<file path="src/rtl/fft_mag_unit.sv">
// fft_mag_unit: alpha-max-plus-beta-min magnitude of FFT bins.
// Each result is tagged with its bin index and an end-of-frame flag.
// Results are queued in an output FIFO so the consumer can stall.
module fft_mag_unit #(
  parameter int DATA_WIDTH    = 16,
  parameter int LOG2_POINTS   = 10,
  parameter int HALF_SPECTRUM = 1,
  parameter int FIFO_DEPTH    = 16
) (
  input  logic                          clk,
  input  logic                          rst,
  input  logic                          in_valid,
  output logic                          in_ready,
  input  logic signed [DATA_WIDTH-1:0]  in_real,
  input  logic signed [DATA_WIDTH-1:0]  in_imag,
  output logic                          mag_valid,
  input  logic                          mag_ready,
  output logic [DATA_WIDTH-1:0]         mag_data,
  output logic [LOG2_POINTS-1:0]        mag_index,
  output logic                          mag_last
);

  localparam int PTR_W   = $clog2(FIFO_DEPTH);
  localparam int CNT_W   = PTR_W + 1;
  localparam int N       = 1 << LOG2_POINTS;
  localparam int LAST_I  = (HALF_SPECTRUM != 0) ? (N / 2 - 1) : (N - 1);
  localparam int ENTRY_W = DATA_WIDTH + LOG2_POINTS + 1;

  localparam logic [LOG2_POINTS-1:0]       LAST_IDX = LOG2_POINTS'(LAST_I);
  localparam logic signed [DATA_WIDTH-1:0] MOST_NEG = {1'b1, {(DATA_WIDTH-1){1'b0}}};
  localparam logic [DATA_WIDTH-1:0]        MAX_POS  = {1'b0, {(DATA_WIDTH-1){1'b1}}};
  localparam logic [CNT_W-1:0]             READY_MAX = CNT_W'(FIFO_DEPTH - 4);

  // Absolute value; the most negative code has no positive twin and clips.
  function automatic logic [DATA_WIDTH-1:0] sat_abs(input logic signed [DATA_WIDTH-1:0] x);
    logic [DATA_WIDTH-1:0] r;
    if (x == MOST_NEG)
      r = MAX_POS;
    else if (x[DATA_WIDTH-1])
      r = $unsigned(-x);
    else
      r = $unsigned(x);
    return r;
  endfunction

  // max + 3/8 min; the worst case fits DATA_WIDTH bits, so no clipping.
  function automatic logic [DATA_WIDTH-1:0] amax_bmin(input logic [DATA_WIDTH-1:0] mx,
                                                       input logic [DATA_WIDTH-1:0] mn);
    return mx + (mn >> 2) + (mn >> 3);
  endfunction

  logic                   accept;
  logic                   fwd;
  logic [LOG2_POINTS-1:0] bin_cnt_q, bin_cnt_d;

  logic                   vld_p1, vld_p2, vld_p3;
  logic [DATA_WIDTH-1:0]  abs_re_p1, abs_im_p1;
  logic [DATA_WIDTH-1:0]  max_p2, min_p2;
  logic [DATA_WIDTH-1:0]  mag_p3;
  logic [LOG2_POINTS-1:0] idx_p1, idx_p2, idx_p3;
  logic                   last_p1, last_p2, last_p3;

  logic [ENTRY_W-1:0]     mem_q [FIFO_DEPTH];
  logic [PTR_W-1:0]       wr_ptr_q, rd_ptr_q;
  logic [CNT_W-1:0]       cnt_q, cnt_d;
  logic                   push, pop;
  logic [ENTRY_W-1:0]     rd_entry;

  assign accept = in_valid && in_ready;
  assign fwd    = (HALF_SPECTRUM == 0) || !bin_cnt_q[LOG2_POINTS-1];

  // Bin counter advances only on accepted bins and wraps at N.
  always_comb begin
    bin_cnt_d = bin_cnt_q;
    if (accept) bin_cnt_d = bin_cnt_q + LOG2_POINTS'(1);
  end

  // Control state: bin counter and the valid bit travelling with each stage.
  always_ff @(posedge clk) begin
    if (rst) begin
      bin_cnt_q <= '0;
      vld_p1    <= 1'b0;
      vld_p2    <= 1'b0;
      vld_p3    <= 1'b0;
    end else begin
      bin_cnt_q <= bin_cnt_d;
      vld_p1    <= accept && fwd;
      vld_p2    <= vld_p1;
      vld_p3    <= vld_p2;
    end
  end

  // Datapath registers; qualified by the vld_pN bits, so left unreset.
  always_ff @(posedge clk) begin
    // Stage 1: saturating absolute value of each component
    abs_re_p1 <= sat_abs(in_real);
    abs_im_p1 <= sat_abs(in_imag);
    idx_p1    <= bin_cnt_q;
    last_p1   <= (bin_cnt_q == LAST_IDX);
    // Stage 2: order the two magnitudes
    if (abs_re_p1 >= abs_im_p1) begin
      max_p2 <= abs_re_p1;
      min_p2 <= abs_im_p1;
    end else begin
      max_p2 <= abs_im_p1;
      min_p2 <= abs_re_p1;
    end
    idx_p2    <= idx_p1;
    last_p2   <= last_p1;
    // Stage 3: alpha-max-plus-beta-min
    mag_p3    <= amax_bmin(max_p2, min_p2);
    idx_p3    <= idx_p2;
    last_p3   <= last_p2;
  end

  assign push = vld_p3;
  assign pop  = mag_valid && mag_ready;

  // Occupancy bookkeeping; simultaneous push and pop leaves it unchanged.
  always_comb begin
    cnt_d = cnt_q;
    case ({push, pop})
      2'b10:   cnt_d = cnt_q + CNT_W'(1);
      2'b01:   cnt_d = cnt_q - CNT_W'(1);
      default: cnt_d = cnt_q;
    endcase
  end

  // FIFO pointers and count.
  always_ff @(posedge clk) begin
    if (rst) begin
      wr_ptr_q <= '0;
      rd_ptr_q <= '0;
      cnt_q    <= '0;
    end else begin
      if (push) wr_ptr_q <= wr_ptr_q + PTR_W'(1);
      if (pop)  rd_ptr_q <= rd_ptr_q + PTR_W'(1);
      cnt_q <= cnt_d;
    end
  end

  // FIFO storage write.
  always_ff @(posedge clk) begin
    if (push) mem_q[wr_ptr_q] <= {last_p3, idx_p3, mag_p3};
  end

  // Head entry is masked to zero while empty so idle outputs are defined.
  assign rd_entry  = mem_q[rd_ptr_q];
  assign mag_valid = (cnt_q != '0);
  assign mag_data  = mag_valid ? rd_entry[DATA_WIDTH-1:0] : '0;
  assign mag_index = mag_valid ? rd_entry[DATA_WIDTH +: LOG2_POINTS] : '0;
  assign mag_last  = mag_valid && rd_entry[ENTRY_W-1];

  // Room for three in-flight results plus the bin accepted this cycle.
  assign in_ready  = (cnt_q <= READY_MAX);

endmodule
</file>
<file path="config.mk">
export PLATFORM = sky130hd
export DESIGN_NAME = fft_mag_unit
export DESIGN_NICKNAME = d
export VERILOG_FILES = /design/src/rtl/fft_mag_unit.sv
export SDC_FILE = /design/constraint.sdc
export NUM_CORES = 1
export LEC_CHECK = 0
export ABC_AREA = 1
export BUFFER_PORTS_ARGS = -buffer_cell sky130_fd_sc_hd__buf_2
export CAP_MARGIN = 20
export CORE_MARGIN = 1
export CORE_UTILIZATION = 65
export CTS_BUF_LIST = sky130_fd_sc_hd__clkbuf_4 sky130_fd_sc_hd__clkbuf_8
export DETAILED_ROUTE_END_ITERATION = 6
export PLACE_DENSITY = 0.83
export SETUP_SLACK_MARGIN = 0.2
export SYNTH_ARGS = -nofsm -noshare
export SYNTH_HDL_FRONTEND = slang
export SYNTH_SLANG_ARGS = --single-unit
</file>
<file path="constraint.sdc">
create_clock -name clk -period 2.98 [get_ports clk]
set_input_delay 0.149 -clock clk [delete_from_list [all_inputs] [get_ports clk]]
set_output_delay 0.149 -clock clk [all_outputs]
set_load 0.02 [all_outputs]
</file>
## Yosys cells after proc, flatten, opt, wreduce, memory -nomap -nowiden

Memories as Yosys holds them, arrays and structs flattened. A register that Yosys moved wholly into a read port is not among the register bits.
Index checks and enable logic that the tools add are counted.

- Register bits: 139
- Memory bits (writable): 432
- Output and inout bits: 29
- Memories: 1

- $add $sub $neg: 9
- Order comparisons: 2
- Equality and inequality tests: 5
- Muxes and demuxes: 11
- Bitwise gates (word level): 2
- Reductions and logical operators: 9

Memory list:

| memory | depth | width | read ports | clocked after Yosys merged registers in | write ports | RTL line | source |
|---|---|---|---|---|---|---|---|
| mem_q | 16 | 27 | 1 | 1 | 1 | 63 | `logic [ENTRY_W-1:0] mem_q [FIFO_DEPTH];` |

Operators with widths:

| cell | number |
|---|---|
| two-way mux 16 bit | 3 |
| == test 16 bit, second input constant | 2 |
| negation 16 bit | 2 |
| two-way mux 15 bit | 2 |
| adder 16 x 13 -> 16 bit | 1 |
| adder 16 x 14 -> 16 bit | 1 |
| >= comparator 16 bit | 1 |
| adder 10 x 1 -> 10 bit, second input constant | 1 |
| == test 10 x 9 -> 1 bit, second input constant | 1 |
| two-way mux 10 bit | 1 |
| one-hot mux 5 bit (2 select lines) | 1 |
| adder 4 x 1 -> 4 bit, second input constant | 2 |
| two-way mux 4 bit | 2 |
| adder 5 x 1 -> 5 bit, second input constant | 1 |
| <= comparator 5 x 4 -> 1 bit, second input constant | 1 |
| nonzero test 5 bit | 1 |
| subtractor 5 x 1 -> 5 bit, second input constant | 1 |
| logical AND 1 bit | 4 |
| OR reduction 2 bit | 2 |
| == test 2 x 1 -> 1 bit, second input constant | 1 |
| == test 2 bit, second input constant | 1 |
| two-way mux 1 bit | 2 |
| inverter 1 bit | 2 |
| nonzero test 2 bit | 1 |
| logical NOT 1 bit | 1 |

## Logic depth before layout (Yosys ltp)

Gate-level depths: netlist of run 1.

- Depth after elaboration: 4
- Depth in mapped cells: 17
- Depth with buffers taken out: 17

## Worst setup path after synthesis of run 1

OpenSTA, ideal clock, no wires.

- Path type: register to register
- Start: reg wr_ptr_q[1]
- End: mem mem_q[0][0] (netlist bit), enable pin
- Arrival time: 1811 ps
- Setup slack: 758 ps
- Stages on the path, launching flop included: 5
- Path through: dfxtp_1 > inv_1 > ha_1 > nand2_1 > nor2_1

RTL lines:

| what | RTL line | source |
|---|---|---|
| start, declared | 64 | `logic [PTR_W-1:0] wr_ptr_q, rd_ptr_q;` |
| start signal, assigned | 136 | `if (push) wr_ptr_q <= wr_ptr_q + PTR_W'(1);` |
| end, declared | 63 |  |

Straight into the memory's write port.

==> reports/qor.yml, run 1 <==
maxCapViolCount: 0
overflow: 0
cts.sinks: 573
die_w_um: 192.4
rsz0062_at_grt: "no"
drive_gt1_share_pct: 11.09
yosys_warnings: 0
num_rows: 69
post_cts_buffers: 0
clockBufferDepth: 3
holdWs_ns: 0.06820
worstPathMaxFanout: 47
maxSlewHeadroom_pct: 53.51
start_kind: "flip-flop"
wl_um: 57290
dieArea_sq_um: 37010
max_freq_mhz: 371.4
insertion_delay_ns: 0.65
wl_per_cell_um: 20.16
track_usage_pct: 31.56
numCtsBuffers: 86
netlist_instances: 2166
finalCriticalPeriod_ns: 2.692
num_antenna_cells: 0
p_leak_nw: 10.55
pwr_density_cell_nw_per_um2: 875.2
clkTransAtPathRegs_ns: 0.06
grt_max_degree: 142
skew_ns: 0.03385
slew_viol_final: 0
first_pass_iters: 6
cts-root-buf: "clkbuf_8"
avgViaCountPerCell: 6.013
cp.required_ns: 2.83
core_area_sq_um: 35660
syn_area_sq_um: 23560
arrival_ns: 2.54
area_growth_pct: 14.12
synth_seq_cells: 573
io_pins: 65
cts_tree: "built"
drc: 0
dr.first_iter.drc_count: 1944
seq_area_frac_synth_pct: 67.05
fin_tns_setup_ns: 0
globalplace.congestion: 0.8267
die_y_um: 192.4
power_mw: 23.53
syn_nets: 2260
finalSetupViolCount: 0
finalNetCount: 2403
ir_drop_mv: 0.7119
dpl.hpwl_um: 30970
vias: 17090
antenna_left: 0
hold_viol: 0
status: "completed"
critical_path_class: "reg2out"
htreeDepth: 3
antenna_found_initial: 0
start_util_pct: 66.07
port_buffers: 64
fin_crit_sh_pct: 90.34
grt_pass1_wl_um: 88490
synth.avg_cell_area_sq_um: 10.88
ys_types: 32
hp-class: "in2reg"
grt_pass1_vias: 17020
worst_pin_slew_ns: 0.6956
critPathCaptureType: "output port"
[kinds of logic (layout without fill, tap and decap cells)]
kind of cell    after synthesis  count (layout)  share of synthesized area [%]
fa+ha+maj                    58              58                          3.558
buf+inv                     211             426                          4.058
compound gates              163             163                          3.840
flops                       573             573                          67.05
xor+xnor                     26              26                         0.9666
simple gates               1135            1135                          20.53
[flip-flops by register name, indices dropped and copies added (netlist names), 4 cells and up, named ones only]
name       count
mem_q        432
abs_im_p1     16
abs_re_p1     16
mag_p3        16
max_p2        16
min_p2        14
bin_cnt_q     10
idx_p1        10
idx_p2        10
idx_p3        10
cnt_q          5
rd_ptr_q       4
wr_ptr_q       4
[synth_stat cells]
library cell	count	area, sq um
o21bai_1	2	15.01
nand2_1	628	2357
buf_1	12	45.04
inv_2	2	7.510
edfxtp_1	432	12970
xnor2_1	7	61.31
nand3_1	404	2022
inv_1	100	375.4
and2_1	1	6.260
dfxtp_1	141	2823
buf_6	4	45.04
xor2_1	19	166.4
nand4_1	12	75.07
buf_4	18	135.1
nor2_1	69	259.0
nor4_1	1	6.260
o21a_1	30	225.2
nor3_2	1	10.01
a31oi_1	3	18.77
fa_1	15	300.3
clkbuf_1	21	78.83
o21ai_0	30	150.1
a21oi_1	96	480.5
clkinv_1	2	7.510
ha_1	43	538.0
o211ai_1	1	7.510
or2_2	1	6.260
inv_4	1	6.260
nor3_1	16	80.08
a21o_1	1	7.510
buf_2	51	255.2
nand3b_1	2	15.01
[final cells by class]
type / instances / area [sq um]
clock buffers: 115 / 1445
clock inverters: 45 / 344.1
fillers: 2119 / 8771
inverters: 105 / 402.9
multi-input cells: 1382 / 6935
flip-flops and latches: 573 / 15800
well taps: 461 / 576.8
repair buffers: 161 / 1376
[cells in the final DEF (no fill, tap or decap), drive strengths merged, types with 58 or more instances in the layout]
cell         instances
nand3              404
inv                106
buf                102
clkbuf             116
dlygate4sd3         58
nand2              628
a21oi               96
nor2                69
dfxtp              141
edfxtp             432
[final timing paths]
kind                              start                        to  slack (ns)  cells after the start
hold / removal              in_real[15]  abs_re_p1[13]$_SDFF_PP1_        0.07                      4
setup / recovery              flip-flop              mag_data[15]        0.29                      8
setup reg to reg  cnt_q[0]$_SDFFE_PP0P_     cnt_q[3]$_SDFFE_PP0P_        0.58                     13
hold reg to reg         last_p2$_DFF_P_           last_p3$_DFF_P_        0.32                      0
[worst max-delay path, stage by stage, from the launching register on]
cell and delay [ns]:
dfxtp_4 0.40, inv_8 0.23, buf_12 0.29, nand2_1 0.13
nand3_1 0.11, nand3_1 0.11, a21oi_1 0.26, o21a_1 0.18
buf_2 0.16
[report_power, final]
part	internal, mW	switching [mW]
sequential	9.49	0.720
combinational	2.27	4.47
clock	3.62	2.97
[timing repair]
item,CTS,global route
hold endpoints to repair,49,0
hold buffers,58,0
resized for setup,0,4
setup endpoints to repair,0,17
[metrics by stage]
stage | instances | worst slack [ns] | util [%] | area [sq um]
floorplan | 2166 | 0.7584 | - | 23560
global placement | 2623 | 0.6775 | 68.63 | 24470
detailed placement | 2623 | 0.5076 | 68.63 | 24470
CTS | 2841 | 0.2661 | 75.27 | 26840
global route | 2842 | 0.1665 | 75.40 | 26880
finish | 2842 | 0.2877 | 75.40 | 26880
[per-layer routing]
layer | routed length (um) | share of wire [%] | global-route usage, % | vias to the layer above
met4 | 1678 | 2.9 | 12.05 | 0
met5 | 0 | 0 | 0 | -
li1 | - | - | - | 7781
met3 | 6381 | 11 | 6.674 | 161
met1 | 21480 | 37 | 41.18 | 8100
met2 | 27750 | 48 | 52.12 | 1046
(Power assumes the default switching activity.)
==> run 2: changes to the inputs <==
--- a/config.mk
+++ b/config.mk
@@ -12,7 +12,7 @@
 export CORE_UTILIZATION = 65
 export CTS_BUF_LIST = sky130_fd_sc_hd__clkbuf_4 sky130_fd_sc_hd__clkbuf_8
 export DETAILED_ROUTE_END_ITERATION = 6
-export PLACE_DENSITY = 0.83
+export PLACE_DENSITY = 0.88
 export SETUP_SLACK_MARGIN = 0.2
 export SYNTH_ARGS = -nofsm -noshare
 export SYNTH_HDL_FRONTEND = slang
==> run 2 against run 1 <==
  * The flow now finishes with violations (design-rule violations)
  * First-iteration DRC count rose by 0.72%
  * Clock power fell by 0.9%
  * Cell area fell by 0.35%
  * Critical endpoint is now mag_data[1]
  * Largest power group unchanged
==> reports/qor.yml, run 2 (synthesized netlist as in run 1, its figures left out) <==
status: "finished with violations"
violations: "design-rule violations"
skew_ns: 0.03142
worstHoldStart: "in_valid"
ir_drop_mv: 0.6312
core_area_sq_um: 35660
place_inst: 2620
start_kind: "flip-flop"
wl_per_cell_um: 20.90
grt_pass1_vias: 17360
maxSlewHeadroom_pct: 43.29
first_pass_iters: 7
worstPathMaxFanout: 115
rr_endpoint: "cnt_q[4]$_SDFFE_PP0P_"
final_cell_area_sq_um: 26790
slowest_delay_ns: 0.44
cp.required_ns: 2.83
post_cts_buffers: 0
wl_um: 59240
finalCriticalPeriod_ns: 2.700
r2r_slack_ns: 0.57
numCtsBuffers: 84
area_growth_pct: 13.71
rsz0062_at_grt: "no"
antenna_found_initial: 0
grt_pass1_wl_um: 89620
hp-class: "in2reg"
num_rows: 69
final_cell_mix: "nand2_1, edfxtp_1, nand3_1, dfxtp_1, clkbuf_8"
finalSetupViolCount: 0
cts.sinks: 573
regMostFlops: "mem_q"
io_pins: 65
track_usage_pct: 32.12
overflow: 0
slew_viol_final: 0
cts-root-buf: "clkbuf_8"
r2r_start: "cnt_q[0]$_SDFFE_PP0P_"
fin_tns_setup_ns: 0
max_freq_mhz: 370.4
avgViaCountPerCell: 6.203
critical_path_class: "reg2out"
die_y_um: 192.4
port_buffers: 64
final_core_util_pct: 75.13
hold_viol: 0
ff2ff_path_depth: 15
cp_slowest_cell: "buf_12"
clockBufferDepth: 3
dpl.hpwl_um: 31050
critPathCaptureType: "output port"
clkTransAtPathRegs_ns: 0.06
pwr_density_cell_nw_per_um2: 873.9
cts_tree: "built"
insertion_delay_ns: 0.64
htreeDepth: 3
dr.first_iter.drc_count: 1958
vias: 17590
place_area_sq_um: 24420
hold_depth: 3
finalNetCount: 2396
die_w_um: 192.4
drc: 2
fin_crit_sh_pct: 90.60
arrival_ns: 2.55
num_antenna_cells: 0
final_common_cell: "nand2_1"
antenna_left: 0
maxCapViolCount: 0
cp_common_cell: "nand3_1"
hold_path_end: "vld_p1$_SDFF_PP0_"
start_util_pct: 66.07
globalplace.congestion: 0.8672
p_leak_nw: 10.53
drive_gt1_share_pct: 11.50
grt_max_degree: 116
worst_pin_slew_ns: 0.8486
final_cells: 2835
largest_register_ffs: 432
dieArea_sq_um: 37010
crit_chain: "buf_12 > nand2_1 > nand3_1 > nand3_1 > a21oi_1 > o21a_1 > buf_2"
==> run 2: final cells by class <==
class	count	area, sq um
multi-input combinational	1382	6933
timing repair buffer	156	1279
fill	2037	8866
clock inverter	21	133.9
sequential	573	15800
clock buffer	137	1660
inverter	105	402.9
tap	461	576.8
==> run 2: metal layers <==
metal | global-route usage (%) | up-vias | share of wire [%]
li1 | - | 7753 | -
met1 | 38.88 | 8242 | 35
met2 | 54.98 | 1315 | 49
met3 | 5.256 | 276 | 11
met4 | 17.81 | 0 | 5.0
met5 | 0 | - | 0
==> run 2: stage by stage <==
stage | hold WS (ns) | power (mW) | worst slack, ns
CTS | 0.03751 | 23.28 | 0.2656
floorplan | 0.2622 | 14.80 | 0.7584
detailed placement | 0.3143 | 16.76 | 0.6133
global route | 0.1021 | 24.41 | 0.2104
global placement | 0.3109 | 16.43 | 0.7675
finish | 0.1102 | 23.41 | 0.2801
==> run 2: power by group <==
| group | leakage (nW) | internal [mW] | switching, mW | total, mW |
|---|---|---|---|---|
| Combinational | 4.39 | 2.22 | 4.47 | 6.69 |
| Sequential | 5.18 | 9.49 | 0.710 | 10.2 |
| Clock | 0.958 | 3.62 | 2.90 | 6.52 |
==> run 2: critical path, delay by kind of cell (launching register included) <==
family / cells / cell delay [ns]
flip-flops: 1 / 0.41
AO/OA/AOI/OAI: 2 / 0.48
AND/OR/NAND/NOR: 3 / 0.40
buffers and inverters: 2 / 0.61
==> run 2: worst max-delay path by stage <==
stage               slack [ns]               endpoint  cells after the start                     start
finish                    0.28            mag_data[1]                      7                 flip-flop
global route              0.21            mag_data[1]                      7                 flip-flop
CTS                       0.27           mag_data[14]                      8                 flip-flop
detailed placement        0.61  cnt_q[4]$_SDFFE_PP0P_                     15     cnt_q[0]$_SDFFE_PP0P_
global placement          0.77  cnt_q[3]$_SDFFE_PP0P_                     13     cnt_q[0]$_SDFFE_PP0P_
floorplan                 0.76  mem_q[0][0]$_DFFE_PP_                      4  wr_ptr_q[1]$_SDFFE_PP0P_
==> run 2: what timing repair did <==
| action | CTS | global route |
|---|---|---|
| hold buffers | 57 | 0 |
| hold endpoints to repair | 47 | 0 |
| gates resized for setup | 0 | 1 |
| setup endpoints to repair | 0 | 4 |
